$ cat src/rtl/sram_req_ctrl_if.sv
// Command, write-data, read-response and SRAM-side bus of sram_req_ctrl.
// slave  : the controller.
// master : the surrounding environment (command source, SRAM array).
interface sram_req_ctrl_if #(
  parameter int LEN_W = 4
);
  logic             cmd_valid;
  logic             cmd_ready;
  logic             cmd_we;
  logic [22:0]      cmd_addr;
  logic [LEN_W-1:0] cmd_len;

  logic             wd_valid;
  logic             wd_ready;
  logic [63:0]      wd_data;

  logic             rd_valid;
  logic [63:0]      rd_data;
  logic             rd_last;

  logic             err;
  logic             busy;

  logic [22:0]      mem_addr;
  logic [63:0]      mem_wdata;
  logic             mem_we;
  logic [63:0]      mem_rdata;

  modport slave (
    input  cmd_valid, cmd_we, cmd_addr, cmd_len,
    input  wd_valid, wd_data,
    input  mem_rdata,
    output cmd_ready, wd_ready,
    output rd_valid, rd_data, rd_last,
    output err, busy,
    output mem_addr, mem_wdata, mem_we
  );

  modport master (
    output cmd_valid, cmd_we, cmd_addr, cmd_len,
    output wd_valid, wd_data,
    output mem_rdata,
    input  cmd_ready, wd_ready,
    input  rd_valid, rd_data, rd_last,
    input  err, busy,
    input  mem_addr, mem_wdata, mem_we
  );
endinterface

$ cat src/rtl/sram_req_ctrl.sv
// Burst command front-end for the banked 64-bit SRAM array.
//
// state  | meaning
// -------+-----------------------------------------------------------
// IDLE   | waiting for a command; range check done on accept
// WR     | one SRAM write per write-data handshake until burst ends
// RD     | one SRAM read issued per cycle until burst ends
//
// In RD, mem_addr_q itself is the address being issued; it is loaded
// with the start address at accept so the first read address is on the
// bus in the cycle right after the command handshake.
module sram_req_ctrl #(
  parameter int ROW_DEPTH = 4096,
  parameter int LEN_W     = 4
) (
  input  logic            clk_i,
  input  logic            rst_i,
  sram_req_ctrl_if.slave  bus
);

  typedef enum logic [1:0] {
    S_IDLE = 2'd0,
    S_WR   = 2'd1,
    S_RD   = 2'd2
  } state_t;

  localparam logic [18:0] ROW_LIMIT = 19'(ROW_DEPTH);

  state_t           state_q, state_d;
  logic [22:0]      beat_addr_q, beat_addr_d;
  logic [LEN_W-1:0] remain_q, remain_d;
  logic [22:0]      mem_addr_q, mem_addr_d;
  logic [63:0]      mem_wdata_q, mem_wdata_d;
  logic             mem_we_q, mem_we_d;
  logic             rd_valid_q, rd_valid_d;
  logic             rd_last_q, rd_last_d;
  logic             err_q, err_d;

  logic             cmd_hs;
  logic             wd_hs;
  logic [23:0]      end_addr;
  logic             range_bad;
  logic             last_beat;

  assign cmd_hs    = bus.cmd_valid & (state_q == S_IDLE);
  assign wd_hs     = bus.wd_valid & (state_q == S_WR);
  assign end_addr  = {1'b0, bus.cmd_addr} + 24'(bus.cmd_len);
  assign range_bad = end_addr[23] | ({1'b0, end_addr[22:5]} >= ROW_LIMIT);
  assign last_beat = (remain_q == '0);

  // state register
  always_ff @(posedge clk_i or posedge rst_i) begin
    if (rst_i) begin
      state_q <= S_IDLE;
    end else begin
      state_q <= state_d;
    end
  end

  // next-state decode
  always_comb begin
    state_d = state_q;
    case (state_q)
      S_IDLE: begin
        if (cmd_hs && !range_bad) begin
          state_d = bus.cmd_we ? S_WR : S_RD;
        end
      end
      S_WR: begin
        if (wd_hs && last_beat) begin
          state_d = S_IDLE;
        end
      end
      S_RD: begin
        if (last_beat) begin
          state_d = S_IDLE;
        end
      end
      default: state_d = S_IDLE;
    endcase
  end

  // next values of the registered SRAM-side and response outputs
  always_comb begin
    beat_addr_d = beat_addr_q;
    remain_d    = remain_q;
    mem_addr_d  = mem_addr_q;
    mem_wdata_d = mem_wdata_q;
    mem_we_d    = 1'b0;
    rd_valid_d  = 1'b0;
    rd_last_d   = 1'b0;
    err_d       = 1'b0;
    case (state_q)
      S_IDLE: begin
        if (cmd_hs) begin
          if (range_bad) begin
            err_d = 1'b1;
          end else begin
            remain_d = bus.cmd_len;
            if (bus.cmd_we) begin
              beat_addr_d = bus.cmd_addr;
            end else begin
              mem_addr_d = bus.cmd_addr;
            end
          end
        end
      end
      S_WR: begin
        if (wd_hs) begin
          mem_we_d    = 1'b1;
          mem_addr_d  = beat_addr_q;
          mem_wdata_d = bus.wd_data;
          beat_addr_d = beat_addr_q + 23'd1;
          if (!last_beat) begin
            remain_d = remain_q - LEN_W'(1);
          end
        end
      end
      S_RD: begin
        rd_valid_d = 1'b1;
        rd_last_d  = last_beat;
        if (!last_beat) begin
          mem_addr_d = mem_addr_q + 23'd1;
          remain_d   = remain_q - LEN_W'(1);
        end
      end
      default: ;
    endcase
  end

  // datapath registers
  always_ff @(posedge clk_i or posedge rst_i) begin
    if (rst_i) begin
      beat_addr_q <= '0;
      remain_q    <= '0;
      mem_addr_q  <= '0;
      mem_wdata_q <= '0;
      mem_we_q    <= 1'b0;
      rd_valid_q  <= 1'b0;
      rd_last_q   <= 1'b0;
      err_q       <= 1'b0;
    end else begin
      beat_addr_q <= beat_addr_d;
      remain_q    <= remain_d;
      mem_addr_q  <= mem_addr_d;
      mem_wdata_q <= mem_wdata_d;
      mem_we_q    <= mem_we_d;
      rd_valid_q  <= rd_valid_d;
      rd_last_q   <= rd_last_d;
      err_q       <= err_d;
    end
  end

  assign bus.cmd_ready = (state_q == S_IDLE);
  assign bus.wd_ready  = (state_q == S_WR);
  assign bus.busy      = (state_q != S_IDLE) | rd_valid_q;
  assign bus.rd_valid  = rd_valid_q;
  assign bus.rd_last   = rd_last_q;
  assign bus.rd_data   = bus.mem_rdata;
  assign bus.err       = err_q;
  assign bus.mem_addr  = mem_addr_q;
  assign bus.mem_wdata = mem_wdata_q;
  assign bus.mem_we    = mem_we_q;

endmodule

$ cat src/flat_wrapper.sv
// flat-port wrapper written by rule: the top's interface ports become plain ports
module sram_req_ctrl_flat 
#(
  parameter int ROW_DEPTH = 4096,
  parameter int LEN_W     = 4
)
  (clk_i, rst_i, bus_cmd_valid, bus_cmd_we, bus_cmd_addr, bus_cmd_len, bus_wd_valid, bus_wd_data, bus_mem_rdata, bus_cmd_ready, bus_wd_ready, bus_rd_valid, bus_rd_data, bus_rd_last, bus_err, bus_busy, bus_mem_addr, bus_mem_wdata, bus_mem_we);
  sram_req_ctrl_if #(.LEN_W(LEN_W)) bus_i ();
  input  logic clk_i;
  input  logic rst_i;
  input wire logic [$bits(bus_i.cmd_valid)-1:0] bus_cmd_valid;
  input wire logic [$bits(bus_i.cmd_we)-1:0] bus_cmd_we;
  input wire logic [$bits(bus_i.cmd_addr)-1:0] bus_cmd_addr;
  input wire logic [$bits(bus_i.cmd_len)-1:0] bus_cmd_len;
  input wire logic [$bits(bus_i.wd_valid)-1:0] bus_wd_valid;
  input wire logic [$bits(bus_i.wd_data)-1:0] bus_wd_data;
  input wire logic [$bits(bus_i.mem_rdata)-1:0] bus_mem_rdata;
  output wire logic [$bits(bus_i.cmd_ready)-1:0] bus_cmd_ready;
  output wire logic [$bits(bus_i.wd_ready)-1:0] bus_wd_ready;
  output wire logic [$bits(bus_i.rd_valid)-1:0] bus_rd_valid;
  output wire logic [$bits(bus_i.rd_data)-1:0] bus_rd_data;
  output wire logic [$bits(bus_i.rd_last)-1:0] bus_rd_last;
  output wire logic [$bits(bus_i.err)-1:0] bus_err;
  output wire logic [$bits(bus_i.busy)-1:0] bus_busy;
  output wire logic [$bits(bus_i.mem_addr)-1:0] bus_mem_addr;
  output wire logic [$bits(bus_i.mem_wdata)-1:0] bus_mem_wdata;
  output wire logic [$bits(bus_i.mem_we)-1:0] bus_mem_we;
  assign bus_i.cmd_valid = bus_cmd_valid;
  assign bus_i.cmd_we = bus_cmd_we;
  assign bus_i.cmd_addr = bus_cmd_addr;
  assign bus_i.cmd_len = bus_cmd_len;
  assign bus_i.wd_valid = bus_wd_valid;
  assign bus_i.wd_data = bus_wd_data;
  assign bus_i.mem_rdata = bus_mem_rdata;
  assign bus_cmd_ready = bus_i.cmd_ready;
  assign bus_wd_ready = bus_i.wd_ready;
  assign bus_rd_valid = bus_i.rd_valid;
  assign bus_rd_data = bus_i.rd_data;
  assign bus_rd_last = bus_i.rd_last;
  assign bus_err = bus_i.err;
  assign bus_busy = bus_i.busy;
  assign bus_mem_addr = bus_i.mem_addr;
  assign bus_mem_wdata = bus_i.mem_wdata;
  assign bus_mem_we = bus_i.mem_we;
  sram_req_ctrl #(.ROW_DEPTH(ROW_DEPTH), .LEN_W(LEN_W)) u_core (.clk_i(clk_i), .rst_i(rst_i), .bus(bus_i));
endmodule
$ cat config.mk
export PLATFORM = sky130hd
export DESIGN_NAME = sram_req_ctrl_flat
export DESIGN_NICKNAME = d
export VERILOG_FILES = /design/src/rtl/sram_req_ctrl_if.sv /design/src/rtl/sram_req_ctrl.sv /design/src/flat_wrapper.sv
export SDC_FILE = /design/constraint.sdc
export NUM_CORES = 1
export LEC_CHECK = 0
export BUFFER_PORTS_ARGS = -buffer_cell sky130_fd_sc_hd__clkbuf_2
export CORE_ASPECT_RATIO = 1.25
export CORE_MARGIN = 4
export CORE_UTILIZATION = 51
export CTS_CLUSTER_DIAMETER = 120
export CTS_CLUSTER_SIZE = 20
export DETAILED_ROUTE_END_ITERATION = 8
export GPL_TIMING_DRIVEN = 0
export PLACE_DENSITY = 0.9
export SLEW_MARGIN = 25
export SYNTH_ARGS = -nofsm -noshare
export SYNTH_HDL_FRONTEND = slang
export SYNTH_SLANG_ARGS = --single-unit
$ cat constraint.sdc
create_clock -name clk_i -period 9.6 [get_ports clk_i]
set_clock_uncertainty 0.1 [all_clocks]
set_input_delay 1.44 -clock clk_i [delete_from_list [all_inputs] [get_ports clk_i]]
set_output_delay 1.44 -clock clk_i [all_outputs]
set_load 0.05 [all_outputs]
==> results of run 1 <==
-- cell families (layout without fill, tap and decap cells) --
logic type / Yosys count / after routing / share of synthesized area [%]
multiplexers: 67 / 67 / 10.89
other: 0 / 1 / 0
AND/OR/NAND/NOR: 209 / 209 / 15.46
XOR/XNOR: 11 / 11 / 1.396
buffers and inverters: 121 / 407 / 10.66
adder cells (fa/ha/maj): 11 / 11 / 1.993
AO/OA/AOI/OAI: 164 / 164 / 16.11
flip-flops: 120 / 120 / 43.49
-- flip-flops by register name, summed over array words and instances (netlist names) --
name,flops
u_core.beat_addr_q,23
u_core.bus.mem_we,1
u_core.state_q,2
u_core.bus.mem_addr,23
u_core.remain_q,4
u_core.bus.err,1
u_core.bus.rd_valid,1
u_core.bus.rd_last,1
u_core.bus.mem_wdata,64
-- cell type report --
type	instances	area, um2	share of cell area, %
Inverter	17	71.32	0.7911
Sequential cell	120	3003	33.31
Buffer	104	671.9	7.453
Tap cell	171	214.0	2.373
Clock buffer	17	425.4	4.719
Timing Repair Buffer	254	1294	14.35
Clock inverter	15	167.7	1.860
Antenna cell	1	2.502	0.02776
Multi-Input combinational cell	462	3166	35.11
-- routing by layer --
| layer | wire (um) | vias up | part of all wire (%) | track usage [%] |
|---|---|---|---|---|
| li1 | - | 3049 | - | - |
| met5 | 0 | - | 0 | 0 |
| met3 | 2456 | 111 | 11 | 6.731 |
| met4 | 1249 | 0 | 5.4 | 13.80 |
| met2 | 11750 | 499 | 51 | 51.99 |
| met1 | 7743 | 3206 | 33 | 33.35 |
-- power groups by stage --
stage          Clock, mW  Sequential [mW]  Combinational [mW]
2_1_floorplan          0             1.49               0.495
3_3_place_gp           0            0.891                1.45
3_5_place_dp           0            0.907                1.49
4_1_cts            0.652            0.899                1.49
5_1_grt            0.675            0.932                1.56
6_report           0.641            0.905                1.49
-- metrics by stage --
step	utilization [%]	setup WS, ps	instance area [um2]	total power [mW]	std cells
floorplan	-	4874	6904	1.987	703
global placement	63.37	3408	8384	2.345	1127
detailed placement	63.63	6108	8419	2.392	1128
CTS	68.11	6250	9012	3.040	1160
global route	68.11	6248	9012	3.169	1160
finish	68.13	6262	9015	3.032	1161
-- Yosys cell counts, drive strengths merged (18+ instances only) --
master / number / area, um2
dfrtp: 120 / 3003
nor3: 18 / 95.09
clkbuf: 23 / 86.33
a21oi: 19 / 98.85
nor2: 52 / 197.7
buf: 81 / 585.6
o21ai: 45 / 244.0
nand2: 56 / 210.2
nand3: 18 / 90.09
mux2: 65 / 732.0
a31oi: 20 / 125.1
nand4: 19 / 118.9
-- path summary, 6_finish.rpt --
kind                                               start                        to
worst max-delay path                   bus_mem_rdata[19]           bus_rd_data[19]
worst min-delay path            u_core.bus.mem_wdata[30]  u_core.bus.mem_wdata[30]
worst max register to register         u_core.state_q[1]  u_core.bus.mem_wdata[35]
worst min register to register  u_core.bus.mem_wdata[30]  u_core.bus.mem_wdata[30]
max in group asynchronous                          rst_i    u_core.beat_addr_q[19]
min in group asynchronous                          rst_i  u_core.bus.mem_wdata[29]
==> qor.yml, run 1 <==
grt-ovfl-total: 0
drt_pass1_iterations: 6
drt_drc_violations_left: 0
final_layout_size_suffix_gt1_share_pct: 45.20
synth_fp_nets: 874
grt_pass1_vias: 6850
sequentialPowerShare_pct: 29.8
crit_path_kind: "primary input to output port"
finalMaxSlewViolations: 0
crit_arrival_ps: 1800
syn_to_final_growth_pct: 30.57
syn_inst: 703
nets: 1147
timing.critical_path.fanout_max: 1
mostFrequentLayoutCell: "sky130_fd_sc_hd__clkbuf_2"
tritoncts: "done"
power_density_nw_per_um2: 336.3
cts_root_buf: "sky130_fd_sc_hd__clkbuf_16"
initialDrtViolationCount: 725
path_depth: 2
floorplan.core_area_um2: 13230
chipHeight_um: 138.1
grt_first_pass_wirelength_mm: 36.17
worst_path_dominant_cell_family: "buffers and inverters"
synth-seq-cells: 120
final_period_minus_worst_setup_slack_ps: 3338
proportion_of_synthesized_chip_area_in_sequential_cells_pct: 43.49
net-switching-power_mw: 1.522
ctsHoldBuffers: 0
netlist-cell-type-count: 68
grt_usage_pct: 29.36
timing.hold.ws_ps: 402.7
totalWireLength_mm: 23.20
p_clk_share_pct: 21.1
sw_frac_of_total_pct: 50.22
gpl.final_weighted_congestion: 0.9962
worst_tran_pin_value_ps: 702.1
p_int_mw: 1.509
routed_via_density: 5.913
timing.critical_path.buf_inv: 2
ctsLongestPathBuffers: 2
run_status: "completed"
grt_max_degree: 67
wl_per_cell_um: 19.98
leakage_nw: 4.510
clock_tree.htree_level_count: 4
ff2ff_path_depth: 7
post_synthesis_async_set_or_reset_flop_share_pct: 100.0
hold_path_depth: 1
final-setup-viol-count: 0
timing.critical_path.slowest_cell_delay_ps: 280
fin_tns_setup_ps: 0
detailedPlacementHpwl_mm: 18.10
postSynth.topFlopCell: "sky130_fd_sc_hd__dfrtp_1"
worst_ep_required_time_ps: 8060
cts_resized: 0
timing.slew.headroom_pct: 52.83
die-area_um2: 15470
floorplan.initialDensity_pct: 52.18
worst_setup_hold_path_clk_slew_ps: 60
critical_path.slowest_cell: "sky130_fd_sc_hd__clkbuf_2"
cts.sinks: 120
synthesis.yosys.warnings: 0
power.share.combinational_pct: 49.0
fill_cell_instance_count_of_the_final_layout: 1098
drv.max_cap_violation_count: 0
num_rows: 47
hp-class: "flip-flop to flip-flop"
end_kind: "output port"
io_pins: 318
cts_setup_buffers: 0
vdd.ir_drop.worst_uv: 215.2
r2r_setup_slack_ps: 6860
place.port_buffers: 253
floorplan_die_width_um: 112.1
layout_worst_path_cycle_share_pct: 34.77
clk_latency_ps: 410
antenna_violating_nets_post_route: 0
routed-via-count: 6865
most-common-layout-cells: "sky130_fd_sc_hd__clkbuf_2 (253), sky130_fd_sc_hd__dfrtp_1 (120), sky130_fd_sc_hd__buf_4 (67)"
synth_area_per_cell_um2: 9.821
final-hold-violation-count: 0
clock_buffer_count_from_cts: 17
timing.critical_path.cells: "buf_4 -> clkbuf_2"
grt_antenna_before_repair: 1
number_of_enable_type_register_cells_in_the_synthesized_netlist: 0
mappedNetlistArea_um2: 6904
unrepaired_setup_endpoints_after_global_routing: "false"
fmax_mhz: 299.6
crit_path_start_kind: "primary input"
Power figures use the tool's default switching activity.
==> run 2, diff against run 1 <==
CORE_UTILIZATION = 43   (was 51)
PLACE_DENSITY = 0.81   (was 0.9)
clock period = 2.8 ns   (was 9.6 ns; I/O delays follow)
==> run 2 against run 1 <==
Die area up 17%. First-iteration DRC count down 6.9%. Worst setup slack worse by 6000 ps. Via count down 0.74%. Highest routed layer unchanged. Flip-flop and latch count unchanged.
==> qor.yml, run 2 (same netlist as run 1, synthesis figures left out) <==
cts_root_buf: "sky130_fd_sc_hd__clkbuf_16"
pre_cts_slack_ps: -4.435
final-setup-viol-count: 0
drt_drc_violations_left: 0
worst_setup_hold_path_clk_slew_ps: 60
final_period_minus_worst_setup_slack_ps: 2540
nets: 1151
place.port_buffers: 253
most-common-layout-cells: "sky130_fd_sc_hd__clkbuf_2 (255), sky130_fd_sc_hd__dfrtp_1 (120), sky130_fd_sc_hd__buf_4 (67)"
floorplan.core_area_um2: 15700
crit_arrival_ps: 2720
num_rows: 51
io_pins: 318
grt-ovfl-total: 0
crit_path_kind: "flip-flop to flip-flop"
timing.slew.headroom_pct: 50.63
floorplan_die_width_um: 121.3
initialDrtViolationCount: 675
final_layout_size_suffix_gt1_share_pct: 45.52
chipHeight_um: 149.7
crit_path_start_kind: "flip-flop"
seq_area_um2: 3003
antenna_violating_nets_post_route: 0
clk_latency_ps: 420
timing.hold.ws_ps: 133.3
wl_per_cell_um: 19.28
floorplan.initialDensity_pct: 43.98
drv.max_cap_violation_count: 0
end_kind: "flip-flop"
fmax_mhz: 393.7
totalWireLength_mm: 23.25
clock_buffer_count_from_cts: 17
grt_max_degree: 33
detailedPlacementHpwl_mm: 18.42
finalMaxSlewViolations: 0
gpl.final_weighted_congestion: 0.9490
power_density_nw_per_um2: 1134
grt_first_pass_wirelength_mm: 35.48
finalPower_mw: 10.36
routed-via-count: 6814
tritoncts: "done"
unrepaired_setup_endpoints_after_global_routing: "false"
hp-class: "primary input to flip-flop"
worst_ep_required_time_ps: 2980
drt_pass1_iterations: 6
timing.critical_path.fanout_max: 10
leakage_nw: 4.535
fill_cell_instance_count_of_the_final_layout: 1409
final-hold-violation-count: 0
grt_antenna_before_repair: 1
largest_reg_flops: 64
vdd.ir_drop.worst_uv: 544.7
fin_tns_setup_ps: 0
multiInputGateArea_um2: 3166
die-area_um2: 18160
grt_pass1_vias: 6743
layout_worst_path_cycle_share_pct: 90.73
mostFrequentLayoutCell: "sky130_fd_sc_hd__clkbuf_2"
clock_tree.htree_level_count: 4
worst_tran_pin_value_ps: 734.9
cts.sinks: 120
syn_to_final_growth_pct: 32.37
routed_via_density: 5.650
run_status: "completed"
grt_usage_pct: 25.13
postLayoutSetupSlackWorst_ps: 259.7
ctsLongestPathBuffers: 2
## run 2: layout make-up
type | count | area share [%]
inverter | 17 | 0.7393
tap | 212 | 2.903
multi-input combinational | 462 | 34.64
sequential | 120 | 32.86
timing repair buffer | 258 | 14.92
clock inverter | 13 | 1.574
antenna | 1 | 0.02738
clock buffer | 19 | 4.956
buffer | 104 | 7.380
## run 2: final timing paths
kind	from	endpoint	slack, ps	cells after the start
worst max-delay path	u_core.state_q[1]	u_core.beat_addr_q[17]	260	9
worst min-delay path	bus_wd_data[15]	u_core.bus.mem_wdata[15]	130	2
worst max register to register	u_core.state_q[1]	u_core.beat_addr_q[17]	260	9
worst min register to register	u_core.bus.mem_wdata[51]	u_core.bus.mem_wdata[51]	400	1
max in group asynchronous	rst_i	u_core.remain_q[2]	1310	5
min in group asynchronous	rst_i	u_core.bus.mem_wdata[16]	530	3
## run 2: worst max-delay path, cell delays in order, from the launching register on
cell and delay, ps:
sky130_fd_sc_hd__dfrtp_1 420, sky130_fd_sc_hd__inv_1 100, sky130_fd_sc_hd__ha_1 340, sky130_fd_sc_hd__nand3_1 200, sky130_fd_sc_hd__nor3_1 290, sky130_fd_sc_hd__buf_2 290, sky130_fd_sc_hd__nand2_1 200, sky130_fd_sc_hd__o22a_1 240
sky130_fd_sc_hd__o21ai_0 130, sky130_fd_sc_hd__o41ai_1 90
## run 2: timing repair
action,4_1_cts,5_1_grt
setup buffers,0,0
gates cloned,0,0
gates resized for setup,1,2
setup endpoints to repair,7,1
hold buffers,1,0
endpoints found under the hold margin,21,0
## run 2: where the power goes
group | total, mW | switching (mW) | internal (mW)
registers | 3.08 | 0.611 | 2.47
clock network | 2.19 | 0.831 | 1.36
logic | 5.09 | 3.70 | 1.39
## run 2: per-layer routing
layer,GRT usage (%),routed length (um),vias up
met2,43.10,11570,464
li1,-,-,3045
met3,7.070,2521,86
met1,29.52,8224,3219
met5,0,0,-
met4,10.31,937,0
## run 2: metrics by stage
| stage | utilization [%] | instance area (um2) | instances |
|---|---|---|---|
| final | 58.22 | 9139 | 1206 |
| after global routing | 58.20 | 9136 | 1205 |
| after CTS | 58.19 | 9135 | 1205 |
| after detailed placement | 54.32 | 8527 | 1172 |
| after global placement | 53.76 | 8439 | 1168 |
| after floorplan | - | 6908 | 703 |
==> run 3, diff against run 2 <==
CORE_ASPECT_RATIO = unset   (was 1.25)
==> run 3 against run 2 <==
Final area barely moved. Clock power is essentially flat. Utilization shrank 0.47 points. Register-to-register slack got worse by 110 ps. Count of clock-buffer cells in the layout rose by 1. Cell count grew 0.33%. Hold slack worse by 4.6 ps. Critical path depth down 2. Maximum frequency down 4.2%. Routed wire length shrank 6.1%.
==> qor.yml, run 3 (same netlist as run 1, synthesis figures left out) <==
routed-via-count: 6718
mostFrequentLayoutCell: "sky130_fd_sc_hd__clkbuf_2"
fmax_mhz: 377.3
die-area_um2: 18150
floorplan_die_width_um: 134.7
gpl.final_weighted_congestion: 0.9373
cts.sinks: 120
postLayoutSetupSlackWorst_ps: 149.6
most-common-layout-cells: "sky130_fd_sc_hd__clkbuf_2 (254), sky130_fd_sc_hd__dfrtp_1 (120), sky130_fd_sc_hd__buf_4 (67)"
crit_arrival_ps: 2910
grt_usage_pct: 23.50
run_status: "completed"
drt_drc_violations_left: 0
final_layout_size_suffix_gt1_share_pct: 45.22
drv.max_cap_violation_count: 0
crit_path_start_kind: "flip-flop"
power_density_nw_per_um2: 1136
floorplan.core_area_um2: 15830
wl_per_cell_um: 18.04
layout_worst_path_cycle_share_pct: 94.66
crit_path_kind: "flip-flop to flip-flop"
num_rows: 46
vdd.ir_drop.worst_uv: 562.6
detailedPlacementHpwl_mm: 17.02
timing.critical_path.fanout_max: 11
totalWireLength_mm: 21.83
worst_setup_hold_path_clk_slew_ps: 60
final-hold-violation-count: 0
grt_antenna_before_repair: 0
unrepaired_setup_endpoints_after_global_routing: "false"
fill_cell_instance_count_of_the_final_layout: 1386
grt-ovfl-total: 0
worst_tran_pin_value_ps: 611.6
chipHeight_um: 134.7
initialDrtViolationCount: 701
final-setup-viol-count: 0
cts_root_buf: "sky130_fd_sc_hd__clkbuf_16"
timing.slew.headroom_pct: 59.23
fin_tns_setup_ps: 0
largest_reg_flops: 64
clk_latency_ps: 420
nets: 1151
clock_tree.htree_level_count: 4
grt_max_degree: 31
drt_pass1_iterations: 6
io_pins: 318
grt_first_pass_wirelength_mm: 33.80
floorplan.initialDensity_pct: 43.62
grt_pass1_vias: 6551
final_util_pct: 57.75
routed_via_density: 5.552
hp-class: "primary input to flip-flop"
clock_buffer_count_from_cts: 17
worst_ep_required_time_ps: 3050
hold_path_depth: 2
tritoncts: "done"
pre_cts_slack_ps: 142.1
end_kind: "flip-flop"
groute.layer.met1.usage_pct: 31.25
cts_setup_buffers: 0
ff2ff_path_depth: 7
gr-max-usage-layer: "met2"
met2_usage_pct: 37.58
leakage_nw: 4.525
seq_area_um2: 3003
grt.met3_usage_pct: 5.924
multiInputGateArea_um2: 3171
antenna_violating_nets_post_route: 0
timing.hold.ws_ps: 128.7
final_period_minus_worst_setup_slack_ps: 2650
place.port_buffers: 253
finalMaxSlewViolations: 0
syn_to_final_growth_pct: 32.38
ctsLongestPathBuffers: 2
[run 3: power by group]
part           internal (mW)  switching [mW]  leakage [nW]
clock network           1.40           0.827         0.276
registers               2.47           0.605          1.54
logic                   1.39            3.70          2.71
[run 3: metal layers]
metal	vias up	wire, um	part of all wire (%)
met5	-	0	0
met4	0	453	2.1
met3	45	2081	9.5
met2	393	10600	49
met1	3238	8693	40
li1	3042	-	-
[run 3: final timing paths]
path,to,startpoint,slack [ps]
worst max-delay path,u_core.bus.mem_addr[8],u_core.state_q[1],150
worst min-delay path,u_core.bus.mem_wdata[16],bus_wd_data[16],130
worst max register to register,u_core.bus.mem_addr[8],u_core.state_q[1],150
worst min register to register,u_core.bus.mem_wdata[20],u_core.bus.mem_wdata[20],400
max in group asynchronous,u_core.bus.mem_addr[17],rst_i,1430
min in group asynchronous,u_core.bus.mem_wdata[16],rst_i,480
[run 3: cell type report]
class	instances	area share (%)
multi-input combinational	462	34.69
sequential	120	32.85
timing repair buffer	258	14.92
buffer	104	7.365
clock buffer	20	4.778
tap	216	2.957
clock inverter	12	1.670
inverter	17	0.7392
antenna	1	0.02738
[run 3: what timing repair did]
item	4_1_cts	5_1_grt
endpoints found under the hold margin	15	0
endpoints found under the setup margin	0	21
gates resized for setup	0	3
hold buffers	1	0
[run 3: critical path, cell delays in order, from the launching register on]
cell,delay (ps)
sky130_fd_sc_hd__dfrtp_1,420
sky130_fd_sc_hd__inv_1,90
sky130_fd_sc_hd__ha_1,330
sky130_fd_sc_hd__clkbuf_1,520
sky130_fd_sc_hd__clkbuf_1,450
sky130_fd_sc_hd__a22oi_1,180
sky130_fd_sc_hd__a211oi_1,360
sky130_fd_sc_hd__a21o_1,130
[run 3: through the flow]
stage | cell area, um2 | std cells | total power [mW]
floorplan | 6908 | 703 | 6.812
global placement | 8444 | 1172 | 8.026
detailed placement | 8532 | 1176 | 8.172
CTS | 9131 | 1209 | 10.40
global route | 9138 | 1209 | 10.85
finish | 9140 | 1210 | 10.39
